File: config.mk
export PLATFORM = sky130hd
export DESIGN_NAME = up_down_sweep_ctrl
export DESIGN_NICKNAME = d
export VERILOG_FILES = /design/src/rtl/up_down_sweep_ctrl_pkg.sv /design/src/rtl/up_down_counter_core.sv /design/src/rtl/up_down_sweep_ctrl.sv
export SDC_FILE = /design/constraint.sdc
export NUM_CORES = 1
export LEC_CHECK = 0
export CORE_ASPECT_RATIO = 1.75
export CORE_UTILIZATION = 35
export DETAILED_ROUTE_END_ITERATION = 16
export MAX_ROUTING_LAYER = met4
export SLEW_MARGIN = 20
export SYNTH_ARGS = -nofsm -noshare
export SYNTH_HDL_FRONTEND = slang
export SYNTH_SLANG_ARGS = --single-unit
export TNS_END_PERCENT = 100
File: constraint.sdc
create_clock -name clk -period 2.9 [get_ports clk]
set_clock_uncertainty 0.2 [all_clocks]
set_input_delay 0.87 -clock clk [delete_from_list [all_inputs] [get_ports clk]]
set_output_delay 0.87 -clock clk [all_outputs]
set_load 0.01 [all_outputs]
File: src/rtl/up_down_sweep_ctrl_pkg.sv
// Shared definitions for the triangle-sweep sequencer: state encoding and default datapath width.
package up_down_sweep_ctrl_pkg;

    localparam int DEF_WIDTH = 4;

    typedef enum logic [2:0] {
        IDLE     = 3'd0,
        UP       = 3'd1,
        DWELL_HI = 3'd2,
        DOWN     = 3'd3,
        DWELL_LO = 3'd4,
        DONE     = 3'd5
    } sweep_state_t;

endpackage

File: src/rtl/up_down_counter_core.sv
// Loadable up/down counter; load wins over enable, M=1 counts up.
// One-cycle update latency, no backpressure.
module up_down_counter_core
    import up_down_sweep_ctrl_pkg::*;
#(
    parameter int WIDTH = DEF_WIDTH
) (
    input  logic             clk,
    input  logic             reset,
    input  logic             en,
    input  logic             M,
    input  logic             load,
    input  logic [WIDTH-1:0] load_val,
    output logic [WIDTH-1:0] q
);

    always_ff @(posedge clk or posedge reset) begin
        if (reset)
            q <= '0;
        else if (load)
            q <= load_val;
        else if (en)
            q <= M ? q + WIDTH'(1) : q - WIDTH'(1);
    end

endmodule

File: src/rtl/up_down_sweep_ctrl.sv
// Triangle sweep sequencer lo->hi->lo with end dwell and repeat count; drives the counter core.
// Host handshake is start/busy/done; start is only sampled in IDLE, abort returns to IDLE in one edge.
module up_down_sweep_ctrl
    import up_down_sweep_ctrl_pkg::*;
#(
    parameter int WIDTH   = DEF_WIDTH,
    parameter int DWELL_W = 4,
    parameter int REPS_W  = 4
) (
    input  logic               clk,
    input  logic               reset,
    input  logic               start,
    input  logic               abort,
    input  logic [WIDTH-1:0]   lo,
    input  logic [WIDTH-1:0]   hi,
    input  logic [DWELL_W-1:0] dwell,
    input  logic [REPS_W-1:0]  reps,
    output logic [WIDTH-1:0]   q,
    output logic               M,
    output logic               busy,
    output logic               done,
    output logic               err
);

    sweep_state_t       state, state_nxt;
    logic [WIDTH-1:0]   lo_r, lo_nxt, hi_r, hi_nxt;
    logic [DWELL_W-1:0] dwell_r, dwell_nxt, dcnt, dcnt_nxt;
    logic [REPS_W-1:0]  reps_r, reps_nxt, rep_cnt, rep_cnt_nxt;
    logic               m_r, m_nxt, err_r, err_nxt;
    logic               ctr_en, ctr_load;

    up_down_counter_core #(.WIDTH(WIDTH)) u_core (
        .clk      (clk),
        .reset    (reset),
        .en       (ctr_en),
        .M        (m_r),
        .load     (ctr_load),
        .load_val (lo_nxt),
        .q        (q)
    );

    always_ff @(posedge clk or posedge reset) begin
        if (reset) begin
            state   <= IDLE;
            lo_r    <= '0;
            hi_r    <= '0;
            dwell_r <= '0;
            dcnt    <= '0;
            reps_r  <= '0;
            rep_cnt <= '0;
            m_r     <= 1'b1;
            err_r   <= 1'b0;
        end else begin
            state   <= state_nxt;
            lo_r    <= lo_nxt;
            hi_r    <= hi_nxt;
            dwell_r <= dwell_nxt;
            dcnt    <= dcnt_nxt;
            reps_r  <= reps_nxt;
            rep_cnt <= rep_cnt_nxt;
            m_r     <= m_nxt;
            err_r   <= err_nxt;
        end
    end

    always_comb begin
        state_nxt   = state;
        lo_nxt      = lo_r;
        hi_nxt      = hi_r;
        dwell_nxt   = dwell_r;
        dcnt_nxt    = dcnt;
        reps_nxt    = reps_r;
        rep_cnt_nxt = rep_cnt;
        m_nxt       = m_r;
        err_nxt     = 1'b0;
        ctr_en      = 1'b0;
        ctr_load    = 1'b0;
        case (state)
            IDLE: begin
                if (start) begin
                    if (lo < hi) begin
                        lo_nxt      = lo;
                        hi_nxt      = hi;
                        dwell_nxt   = dwell;
                        reps_nxt    = reps;
                        rep_cnt_nxt = '0;
                        m_nxt       = 1'b1;
                        ctr_load    = 1'b1;
                        state_nxt   = UP;
                    end else begin
                        err_nxt   = 1'b1;
                        state_nxt = DONE;
                    end
                end
            end
            UP: begin
                if (q != hi_r) begin
                    ctr_en = 1'b1;
                end else if (dwell_r == '0) begin
                    m_nxt     = 1'b0;
                    state_nxt = DOWN;
                end else begin
                    dcnt_nxt  = dwell_r;
                    state_nxt = DWELL_HI;
                end
            end
            DWELL_HI: begin
                dcnt_nxt = dcnt - DWELL_W'(1);
                if (dcnt == DWELL_W'(1)) begin
                    m_nxt     = 1'b0;
                    state_nxt = DOWN;
                end
            end
            DOWN: begin
                if (q != lo_r) begin
                    ctr_en = 1'b1;
                end else begin
                    // saturate so reps=0 (free-running) never wraps the count
                    rep_cnt_nxt = (rep_cnt == '1) ? rep_cnt : rep_cnt + REPS_W'(1);
                    if (reps_r != '0 && rep_cnt == reps_r - REPS_W'(1)) begin
                        state_nxt = DONE;
                    end else if (dwell_r == '0) begin
                        m_nxt     = 1'b1;
                        state_nxt = UP;
                    end else begin
                        dcnt_nxt  = dwell_r;
                        state_nxt = DWELL_LO;
                    end
                end
            end
            DWELL_LO: begin
                dcnt_nxt = dcnt - DWELL_W'(1);
                if (dcnt == DWELL_W'(1)) begin
                    m_nxt     = 1'b1;
                    state_nxt = UP;
                end
            end
            DONE: begin
                state_nxt = IDLE;
            end
            default: begin
                state_nxt = IDLE;
            end
        endcase
        // abort freezes q and M and beats every other transition, including DONE entry
        if (abort && state != IDLE) begin
            state_nxt   = IDLE;
            lo_nxt      = lo_r;
            rep_cnt_nxt = rep_cnt;
            m_nxt       = m_r;
            err_nxt     = 1'b0;
            ctr_en      = 1'b0;
            ctr_load    = 1'b0;
        end
    end

    assign M    = m_r;
    assign done = (state == DONE);
    assign err  = (state == DONE) && err_r;
    assign busy = (state != IDLE) && !((state == DONE) && err_r);

endmodule

# Yosys cells after proc, flatten, opt, wreduce, memory -nomap -nowiden
# Cells that the tools add are included.
[word_totals]
register_bits = 33
latchBits = 0
ram_bits = 0
mem_bits_ro = 0
inputBits = 20
output_inout_bits = 8
word_cells = 111
n_memories = 0
[op_classes]
addsub = 5
multipliers = 0
div = 0
n_lt_le_gt_ge = 1
eq_ne = 25
shift = 0
mux = 50
bitwise = 1
reduce_logical = 19
[ops]
columns = ["op", "n"]
rows = [
  ["4-bit 2-to-1 mux", 15],
  ["3-bit 2-to-1 mux", 9],
  ["1-bit 2-to-1 mux", 21],
  ["2-bit inequality test, second input constant", 10],
  ["3-bit inequality test, second input constant", 5],
  ["3-bit case mux with 5 select lines", 1],
  ["4-bit case mux with 3 select lines", 1],
  ["4-bit by 1-bit subtractor with 4-bit output, second input constant", 3],
  ["11-bit AND reduction", 1],
  ["4-bit by 1-bit adder with 4-bit output, second input constant", 2],
  ["4-bit inequality test", 2],
  ["4-bit case mux with 2 select lines", 1],
  ["3-bit by 2-bit equality test with 1-bit output, second input constant", 2],
  ["3-bit equality test, second input constant", 2],
  ["6-bit AND reduction", 1],
  ["3-bit nonzero test", 2],
  ["1-bit case mux with 5 select lines", 1],
  ["5-bit AND reduction", 1],
  ["5-bit nonzero test", 1],
  ["4-bit by 1-bit equality test with 1-bit output, second input constant", 1],
  ["4-bit equality test", 1],
  ["4-bit equality test, second input constant", 1],
  ["1-bit logical AND", 4],
  ["4-bit zero test", 1],
  ["other kinds (11)", 12],
]

# Longest topological paths before layout
# Gate-level depths: netlist of run 1.
[depth]
word_depth = 7
mapped_depth = 8

# By module
# Synthesis of run 1 repeated with hierarchy kept, for this count alone.
[unflattened]
hier_cells = 223
area_unflattened_um2 = 2303.5
[by_module_without_submodules]
columns = ["mod", "instances", "cells_each", "area_each_um2", "seq_area_each_um2"]
rows = [
  ["up_down_sweep_ctrl", 1, 191, 1973.1, 726.9],
  ["up_down_counter_core", 1, 32, 330.3, 100.1],
]

# Worst setup path before layout of run 1
# Ideal clock, no wire load.
[synth_timing]
kind = "input to register"
startpoint = "input hi[2]"
endpoint = "register rep_cnt[3]"
setup_time_ns = 0.078
arrival_time_ns = 2.468
required_ns = 2.622
path_slack_ns = 0.154
stages = 7
cell_sequence = "inv_1 ha_1 or2_2 a21oi_1 o31ai_2 or4_1 a21oi_1"
[synth_via]
elab_chain_len = 3
[synth_lines]
columns = ["element", "line_no", "text"]
rows = [
  ["from (decl)", "up_down_sweep_ctrl.sv:15", "input logic [WIDTH-1:0] hi,"],
  ["4-bit less-than comparator", "up_down_sweep_ctrl.sv:81", "if (lo < hi) begin"],
  ["2-bit inequality test (no source line)", "--", ""],
  ["6-bit AND reduction (no source line)", "--", ""],
  ["to (signal assigned)", "up_down_sweep_ctrl.sv:60", "rep_cnt <= rep_cnt_nxt;"],
  ["to (decl)", "up_down_sweep_ctrl.sv:28", "logic [REPS_W-1:0] reps_r, reps_nxt, rep_cnt, rep_cnt_nxt;"],
]
# No other way between the ends.
# A chain may end at the register's enable or synchronous reset.

# Worst setup path in the final report of run 1
[layout_timing]
startpoint = "input hi[1]"
endpoint = "register u_core.q[3]"
[layout_via]
elab_chain_len = 6
word_cells_on_any_way = 11
[layout_lines]
columns = ["element", "line_no", "text"]
rows = [
  ["4-bit less-than comparator *", "up_down_sweep_ctrl.sv:81", ""],
  ["4-bit 2-to-1 mux or 1-bit 2-to-1 mux (tied branches)", "up_down_sweep_ctrl.sv:81", ""],
  ["4-bit 2-to-1 mux or 1-bit 2-to-1 mux (tied branches)", "up_down_sweep_ctrl.sv:80", "if (start) begin"],
  ["4-bit 2-to-1 mux or 1-bit 2-to-1 mux (tied branches)", "up_down_sweep_ctrl.sv:78", "case (state)"],
  ["4-bit 2-to-1 mux or 1-bit 2-to-1 mux (tied branches)", "up_down_sweep_ctrl.sv:146", "if (abort && state != IDLE) begin"],
  ["4-bit 2-to-1 mux or 2-bit nonzero test (tied branches)", "--", ""],
  ["to (signal assigned)", "up_down_counter_core.sv:21", "q <= load_val;"],
  ["to (signal assigned)", "up_down_counter_core.sv:23", "q <= M ? q + WIDTH'(1) : q - WIDTH'(1);"],
  ["to (decl)", "up_down_counter_core.sv:14", "output logic [WIDTH-1:0] q"],
]
# Mark *: on every way between the ends. The rest lies on a longest branch, timed or not.

==> results of run 1 <==
==> power groups by stage <==
stage               clock network, mW  logic (mW)  registers, mW
global placement                    0        1.66          0.897
detailed placement                  0        1.69          0.902
global route                    0.477        1.89          0.921
CTS                             0.455        1.70          0.894
finish                          0.441        1.70          0.890
floorplan                           0        1.23          0.863
==> registers in the layout, summed over array words and instances, names as in the netlist <==
register,cells
M,1
dcnt,4
dwell_r,4
err_r,1
hi_r,4
lo_r,4
rep_cnt,4
reps_r,4
state,3
u_core.q,4
==> placed cells by master, fill, tap and decap left out, drive strengths merged, types with 2 or more instances in the layout <==
master,count
nor3b,2
nor4,3
mux2i,2
clkbuf,7
nor2,8
buf,16
nand3,4
a211o,2
nor2b,3
o21bai,2
mux2,2
ha,9
dfrtp,32
nand2,39
nor3,10
clkdlybuf4s50,27
or2,3
a31oi,2
nand2b,4
a21oi,6
o21ai,17
xnor2,7
o32ai,4
xor2,10
inv,14
o22a,3
or4,4
o41ai,2
or3,2
o31ai,4
==> cell families after synthesis <==
logic type                 count (synthesis)  share of synthesized area (%)
adders and majority gates                 11                           6.74
muxes                                      4                           2.01
and+or+nand+nor                           86                           21.7
buffers and inverters                     21                           4.14
xor gates and xnor gates                  17                           7.03
DFF                                       33                           39.1
AOI/OAI and AO/OA                         52                           19.3
==> area by class of cell <==
type | instances | area, um^2
Fill cell | 611 | 3120
Multi-Input combinational cell | 170 | 1220
Sequential cell | 33 | 827
Timing Repair Buffer | 43 | 403
Tap cell | 78 | 97.6
Clock buffer | 7 | 86.3
Inverter | 14 | 52.6
Clock inverter | 1 | 30.0
==> metrics by stage <==
step                util [%]  hold WS, ns  std cells  power [mW]  cell area (um^2)
floorplan                  -        0.265        224        2.09              2120
global placement        44.3        0.283        338        2.55              2580
detailed placement      44.3        0.284        338        2.60              2580
CTS                     46.3        0.300        346        3.05              2700
global route            46.5        0.326        346        3.28              2710
finish                  46.5        0.296        346        3.03              2710
==> worst register-to-register path: cells and delay by family (launching register included) <==
kind / cells / cell delay, ns
mux: 1 / 0.32
flops: 1 / 0.52
xor+xnor: 1 / 0.18
compound gates: 1 / 0.94
simple gates: 2 / 0.39
==> per-layer routing <==
| layer | track usage, % | vias up | routed length [um] |
|---|---|---|---|
| li1 | - | 879 | - |
| met1 | 18.9 | 878 | 1860 |
| met2 | 32.3 | 43 | 2780 |
| met3 | 2.72 | 12 | 167 |
| met4 | 7.47 | 0 | 141 |
| met5 | - | - | 0 |
==> path summary, 6_finish.rpt <==
path	startpoint	end	slack, ns	cells past startpoint
setup / recovery	hi[1]	u_core.q[3]	0.09	9
hold / removal	lo_r[2]	lo_r[2]	0.30	2
setup reg to reg	u_core.q[0]	dcnt[1]	0.25	5
hold reg to reg	lo_r[2]	lo_r[2]	0.30	2
max in group asynchronous	reset	M	1.39	3
min in group asynchronous	reset	hi_r[1]	0.78	3
==> run metrics, run 1 <==
status complete, no violations; die area 6380 um^2; post-CTS setup buffers 0; Worst slew margin 26.0%; Async SR Flop Fraction 100%; CTS Hold Buffers Added 0; antenna violations before repair 0; clk sinks 33; routed length per instance approximately 14 um; Synthesized Nets 254; Die Wd around 61 um; post-synth top area share 37.8%; crit path max fanout 3; ANT cells 0; Lkg Pwr 1.19 nW; CP peak stage delay between 0.4 and 0.5 ns; Cell Area, Synth around 2100 um^2; fin crit share 96.8%; Initial Util 36.3%; io pins 28; Pre-antenna DRT Iters 4; Placer Congestion about 0.81; total gr overflow 0; Yosys top cell by area dfrtp_1; Gate power share 56.1%; H-tree levels 2; CP Buf/Inv Count 4; PD cells 1120 nW/um^2; fmax 356 MHz; Slew Limit Fails 0; buffers added on ports 27; Area growth syn-to-layout 28.1%; Hold Vio Cnt, Final 0; Clock Power Share 14.6%; synthesized instance count 224; cts bufs inserted 5; via count between 1,500 and 2,000; post-route ant nets 0; Total Wirelength 4950 um; Syn. warnings 0; Detailed Route Iter0 Violations 43; Setup-failing EPs final 0; cell repeated most along the worst path buf_4; CTS tree yes; CTS root buf clkbuf_8; Hold Path Class reg -> reg; Peak VDD IR 516 uV; post-synthesis cell type count 58; sequential power share around 29%; row count 37; count leader, synth nand2_1; Max Buffers Root-to-Sink 2; number of max-cap violations 0; CP cell instances clkdlybuf4s50_1 -> inv_1 -> ha_1 -> a2111oi_4 -> buf_4 -> o21ba_2 -> buf_4 -> a211o_1 -> nand3_1; Worst setup EP type flop; Detail Placement HPWL 3850 um; top cells by area, synth dfrtp_1 (38%), nand2_1 (6.9%), ha_1 (5.3%); worst-skew pair later-pin latency between 0.2 and 0.3 ns; delay-heaviest family, CP buffers and inverters; Worst Setup Start Kind input pin; Worst-path clk slew around 0.07 ns; Critical Path RT 2.86 ns; Post-synth EDFFs 0; Worst path slowest cell clkdlybuf4s50_1; FF+latch count, synth 33; PostCTS Resize Cnt 0; Syn Area/Cell ~9.5 um^2; final worst setup slack 0.0936 ns; Chip Height 105 um; first-pass GRT wire length 8490 um; layout cells sized above 1 16.0%; Main synth FF type dfrtp_1; pre-CTS WS -0.282 ns; Layout Nets 297; synth cell count leaders nand2_1 (39), dfrtp_1 (32), inv_1 (14), o21ai_0 (14), xor2_1 (10); setup_tns 0 ns; crit path DAT 2.77 ns; drt via density 5.24; critical setup path kind in -> reg; switch share 41.4%; vias in the first global route between 1,500 and 2,000; share of the yosys chip area belonging to registers about 39%; largest net degree at the start of global routing 34; Int Power ~1.8 mW; Least-Margin Pin Slew 1.11 ns; P_sw 1.26 mW; GR Util All Layers between 15 and 20%; # DRC 0; Tmin final 2.81 ns; core area ~5800 um^2
Power figures use the tool's default switching activity.
==> run 2: changes to the inputs <==
--- a/config.mk
+++ b/config.mk
@@ -6,6 +6,7 @@
 export NUM_CORES = 1
 export LEC_CHECK = 0
 export CORE_ASPECT_RATIO = 1.75
+export CORE_MARGIN = 3
 export CORE_UTILIZATION = 35
 export DETAILED_ROUTE_END_ITERATION = 16
 export MAX_ROUTING_LAYER = met4
==> run metrics, run 2 (synthesis gave the netlist of run 1 again) <==
cts bufs inserted 5 (unchanged); Slew Limit Fails 0 (unchanged); drt via density 5.17 (was 5.24); Critical R2R Launch u_core.q[0] (unchanged); total gr overflow 0 (unchanged); Chip Height 109 um (was 105 um); antenna violations before repair 0 (unchanged); first-pass GRT wire length 8490 um (unchanged); Area growth syn-to-layout 28.8% (was 28.1%); post-route ant nets 0 (unchanged); WHS Endpoint lo_r[3] (was lo_r[2]); reg2reg end dcnt[1] (unchanged); Pre-antenna DRT Iters 5 (was 4); Worst slew margin 35.1% (was 26.0%); Worst setup EP type flop (unchanged); most frequent cells in the layout nand2_1 (39), dfrtp_1 (30), clkdlybuf4s50_1 (27), buf_4 (19) (was nand2_1 (39), dfrtp_1 (32), clkdlybuf4s50_1 (27), buf_4 (15)); Setup-failing EPs final 0 (unchanged); RSZ-0062 raised after global routing no; die area 7050 um^2 (was 6380 um^2); Worst R2R Setup Slack 0.29 ns (was 0.25 ns); CTS Hold Buffers Added 0 (unchanged); vias in the first global route 1,903 (was 1,855); crit path max fanout 5 (was 3); row count 36 (was 37); Hold Vio Cnt, Final 0 (unchanged); PD cells 1090 nW/um^2 (was 1120 nW/um^2); Final Cell Area 2730 um^2 (was 2710 um^2); Total Wirelength 5040 um (was 4950 um); Hold Path Class reg -> reg (unchanged); Cell Area, Placed 2580 um^2 (unchanged); commonest non-fill, non-tap cell in the layout nand2_1 (unchanged); fin crit share 96.6% (was 96.8%); # DRC 0 (unchanged); clk sinks 33 (unchanged); crit path DAT 2.77 ns (about the same); worst-skew pair later-pin latency 0.28 ns (about the same); Register Area 830 um^2 (was 827 um^2); CTS tree yes (unchanged); layout cells sized above 1 17.8% (was 16.0%); Overall Power 2.97 mW (was 3.03 mW); Max Buffers Root-to-Sink 2 (unchanged); ANT cells 0 (unchanged); fillcell total 572 (was 611); Worst Setup Start Kind input pin (unchanged); GR Util All Layers 16.1% (was 18.1%); delay-heaviest family, CP compound AO/OA/AOI/OAI gates (was buffers and inverters); HP Start lo_r[3] (was lo_r[2]); Worst Reg-to-Reg Cells 5 (unchanged); CP peak stage delay 0.45 ns (about the same); multi-input logic area 1250 um^2 (was 1220 um^2); CP Buf/Inv Count 3 (was 4); buffers added on ports 27 (unchanged); routed length per instance 14.6 um (was 14.3 um); io pins 28 (unchanged); H-tree levels 2 (unchanged); Critical Path RT 2.87 ns (was 2.86 ns); Lkg Pwr 1.19 nW (about the same); Tmin final 2.80 ns (was 2.81 ns); via count 1,789 (was 1,812); CTS root buf clkbuf_8 (unchanged); number of max-cap violations 0 (unchanged); Layout Nets 300 (was 297); Post-Layout Cell Count 346 (unchanged); critical setup path kind in -> reg (unchanged); status complete, no violations (unchanged); core area 5720 um^2 (was 5830 um^2); Least-Margin Pin Slew 0.971 ns (was 1.11 ns); final core utilization 47.7% (was 46.5%); Initial Util 37.0% (was 36.3%); Placed Cells 338 (unchanged); CP cell instances clkdlybuf4s50_1 -> inv_1 -> ha_1 -> or2_2 -> a21oi_4 -> o31ai_4 -> buf_4 -> o31ai_1 -> a21oi_2 (was clkdlybuf4s50_1 -> inv_1 -> ha_1 -> a2111oi_4 -> buf_4 -> o21ba_2 -> buf_4 -> a211o_1 -> nand3_1); Placer Congestion 0.856 (was 0.815); largest net degree at the start of global routing 34 (unchanged); Detail Placement HPWL 3990 um (was 3850 um); Peak VDD IR 402 uV (was 516 uV); Worst-path clk slew 0.06 ns (was 0.07 ns); Hold Crit Depth 2 (unchanged); Die Wd 64.8 um (was 60.8 um); Worst path slowest cell clkdlybuf4s50_1 (unchanged); fmax 357 MHz (was 356 MHz); Detailed Route Iter0 Violations 44 (was 43)
-- run 2: worst max path at each step --
stage                      from    endpoint  slack [ns]  depth (start not counted)
final                     hi[2]  rep_cnt[3]         0.1                          9
after detailed placement  hi[2]           M       -0.38                          8
after CTS                 hi[2]           M       0.007                          8
after global placement    hi[2]           M       -0.34                          8
after floorplan           hi[2]  rep_cnt[3]        0.15                          7
after global routing      hi[2]  rep_cnt[3]      0.0006                          9
-- run 2: final cells by class --
cell class | count | share of cell area (%)
multi-input cells | 170 | 45.8
clock buffers | 7 | 3.17
repair buffers | 46 | 15.1
flip-flops and latches | 33 | 30.4
inverters | 14 | 1.93
well taps | 76 | 3.49
-- run 2: routing by layer --
| layer | vias to the layer above | GRT usage [%] | part of all wire (%) |
|---|---|---|---|
| met2 | 23 | 30.7 | 58 |
| met1 | 872 | 15.7 | 37 |
| met3 | 8 | 2.06 | 2.3 |
| li1 | 886 | - | - |
| met4 | 0 | 7.26 | 2.6 |
| met5 | - | - | 0 |
-- run 2: stage by stage --
step                      setup TNS (ns)  hold WS, ns  worst slack [ns]
final                                  0        0.300            0.0999
after floorplan                        0        0.265             0.154
after CTS                              0        0.304           0.00666
after detailed placement           -6.51        0.287            -0.383
after global placement             -5.50        0.281            -0.337
after global routing                   0        0.326          0.000556
-- run 2: worst min-delay path: cells and delay by family (launching register included) --
| family | cells | cell delay, ns |
|---|---|---|
| simple gates | 2 | 0.10 |
| flops | 1 | 0.36 |
-- run 2: what timing repair did --
action | in CTS | in global routing
buffers inserted | 0 | 1
gates resized for setup | 1 | 8
setup endpoints to repair | 2 | 6
pin swaps | 0 | 6
cloned | 0 | 0
-- run 2: power breakdown --
group	internal, mW	leakage, nW	switching (mW)
logic	0.855	0.739	0.858
registers	0.674	0.409	0.239
clock network	0.188	0.0443	0.157
==> run 3: changes to the inputs <==
==> constraint.sdc (replaced) <==
create_clock -name clk -period 3 [get_ports clk]
set_clock_uncertainty 0.2 [all_clocks]
set_input_delay 0.9 -clock clk [delete_from_list [all_inputs] [get_ports clk]]
set_output_delay 0.9 -clock clk [all_outputs]
set_load 0.01 [all_outputs]
==> run metrics, run 3 (synthesis gave the netlist of run 1 again) <==
ANT cells 0 (unchanged); number of max-cap violations 0 (unchanged); RSZ-0062 raised after global routing no (unchanged); total gr overflow 0 (unchanged); WHS 0.299 ns (was 0.300 ns); drt via density 5.11 (was 5.17); Worst Setup Start Kind flop (was input pin); vias in the first global route 1,811 (was 1,903); largest net degree at the start of global routing 34 (unchanged); PD cells 1080 nW/um^2 (was 1090 nW/um^2); CP peak stage delay 0.65 ns (was 0.45 ns); fmax about 350 MHz; commonest non-fill, non-tap cell in the layout nand2_1 (unchanged); crit path max fanout 16 (was 5); final worst setup slack 0.123 ns (was 0.0999 ns); multi-input logic area 1210 um^2 (was 1250 um^2); core area 5720 um^2 (unchanged); Overall Power 2.89 mW (was 2.97 mW); Worst-path clk slew 0.07 ns (was 0.06 ns); Pre-antenna DRT Iters 6 (was 5); Worst path slowest cell dfrtp_1 (was clkdlybuf4s50_1); CTS Hold Buffers Added 0 (unchanged); Gate power share 54.6% (was 57.7%); Max Buffers Root-to-Sink 2 (unchanged); fillcell total 581 (was 572); Slew Limit Fails 0 (unchanged); Die Wd 64.8 um (unchanged); Int Power 1.70 mW (was 1.72 mW); Setup-failing EPs final 0 (unchanged); Placer Congestion 0.854 (was 0.856); # DRC 0 (unchanged); via count 1,748 (was 1,789); Worst slew margin 29.8% (was 35.1%); Detail Placement HPWL 3770 um (was 3990 um); final core utilization 46.7% (was 47.7%); post-CTS setup buffers 0 (unchanged); io pins 28 (unchanged); GR Util All Layers 15.4% (was 16.1%); Register Area 828 um^2 (was 830 um^2); cts bufs inserted 5 (unchanged); first-pass GRT wire length 8210 um (was 8490 um); post-route ant nets 0 (unchanged); setup_tns 0 ns (unchanged); Detailed Route Iter0 Violations 49 (was 44); buffers added on ports 27 (unchanged); Peak VDD IR 441 uV (was 402 uV); layout cells sized above 1 15.0% (was 17.8%); Area growth syn-to-layout 26.3% (was 28.8%); Initial Util 37.0% (unchanged); Clock Power Share 14.9% (was 11.6%); most frequent cells in the layout nand2_1 (39), dfrtp_1 (31), clkdlybuf4s50_1 (27) (was nand2_1 (39), dfrtp_1 (30), clkdlybuf4s50_1 (27), buf_4 (19)); Total Wirelength 4740 um (was 5040 um); Hold Path Class reg -> reg (unchanged); Critical Path RT 1.90 ns (was 2.87 ns); Worst setup EP type output port (was flop); sequential power share 30.6% (was 30.7%); crit path DAT 1.78 ns (was 2.77 ns); die area 7050 um^2 (unchanged); Chip Height 109 um (unchanged); H-tree levels 2 (unchanged); worst-skew pair later-pin latency 0.28 ns (about the same); critical setup path kind reg -> out (was in -> reg); Tmin final 2.88 ns; row count 36 (unchanged); CTS tree yes (unchanged); CP cell instances inv_1 -> nor2_1 -> clkdlybuf4s50_1 (was clkdlybuf4s50_1 -> inv_1 -> ha_1 -> or2_2 -> a21oi_4 -> o31ai_4 -> buf_4 -> o31ai_1 -> a21oi_2); pre-CTS WS -0.311 ns (was -0.383 ns); Layout Nets 295 (was 300); Hold Vio Cnt, Final 0 (unchanged); clk sinks 33 (unchanged); Lkg Pwr 1.18 nW (was 1.19 nW); routed length per instance 13.9 um (was 14.6 um); Least-Margin Pin Slew 1.05 ns (was 0.971 ns); status complete, no violations (unchanged); P_sw 1.19 mW (was 1.25 mW); CTS root buf clkbuf_8 (unchanged); antenna violations before repair 0 (unchanged); fin crit share a little over nine tenths; switch share 41.3% (was 42.2%)
-- run 3: changes by cell type in the layout (fill, tap and decap cells not counted), sizes merged --
cell    before  now
bufinv       0    1
buf         19   14
-- run 3: timing repair --
action | CTS | global route
pin swaps | 0 | 1
setup endpoints to repair | 1 | 2
gates resized for setup | 1 | 1
-- run 3: area by class of cell --
type,instances,area share [%]
tap,76,3.56
multi-input combinational,170,45.1
clock inverter,1,1.12
sequential,33,31.0
clock buffer,7,3.23
inverter,14,1.97
timing repair buffer,41,14.0
-- run 3: worst max-delay path: cells and delay by family, from the launching register on --
kind,cells,cell delay [ns]
DFF,1,0.65
buffers and inverters,2,0.71
and+or+nand+nor,1,0.14
-- run 3: path summary, 6_finish.rpt --
| check | slack, ns | from | to | depth (start not counted) |
|---|---|---|---|---|
| setup / recovery | 0.12 | state[2] | done | 3 |
| hold / removal | 0.30 | lo_r[1] | lo_r[1] | 2 |
| setup reg to reg | 0.32 | u_core.q[0] | dcnt[1] | 5 |
| hold reg to reg | 0.30 | lo_r[1] | lo_r[1] | 2 |
| max in group asynchronous | 1.44 | reset | M | 3 |
| min in group asynchronous | 0.81 | reset | rep_cnt[2] | 3 |
-- run 3: routing by layer --
metal  part of all wire (%)  track usage, %  up-vias
met2                     56            29.2       23
met4                    1.7            5.45        0
met1                     40            15.9      839
met3                    2.3            1.96        6
met5                      0               -        -
li1                       -               -      880
-- run 3: per-stage QoR --
stage               instances  area (um^2)
finish                    342         2670
global placement          334         2550
CTS                       342         2670
global route              342         2670
floorplan                 224         2120
detailed placement        334         2550
-- run 3: power by group through the flow --
stage	Combinational [mW]	Clock [mW]	Sequential (mW)
5_1_grt	1.78	0.453	0.919
3_3_place_gp	1.56	0	0.888
3_5_place_dp	1.59	0	0.893
2_1_floorplan	1.19	0	0.835
4_1_cts	1.60	0.441	0.885
6_report	1.58	0.430	0.882
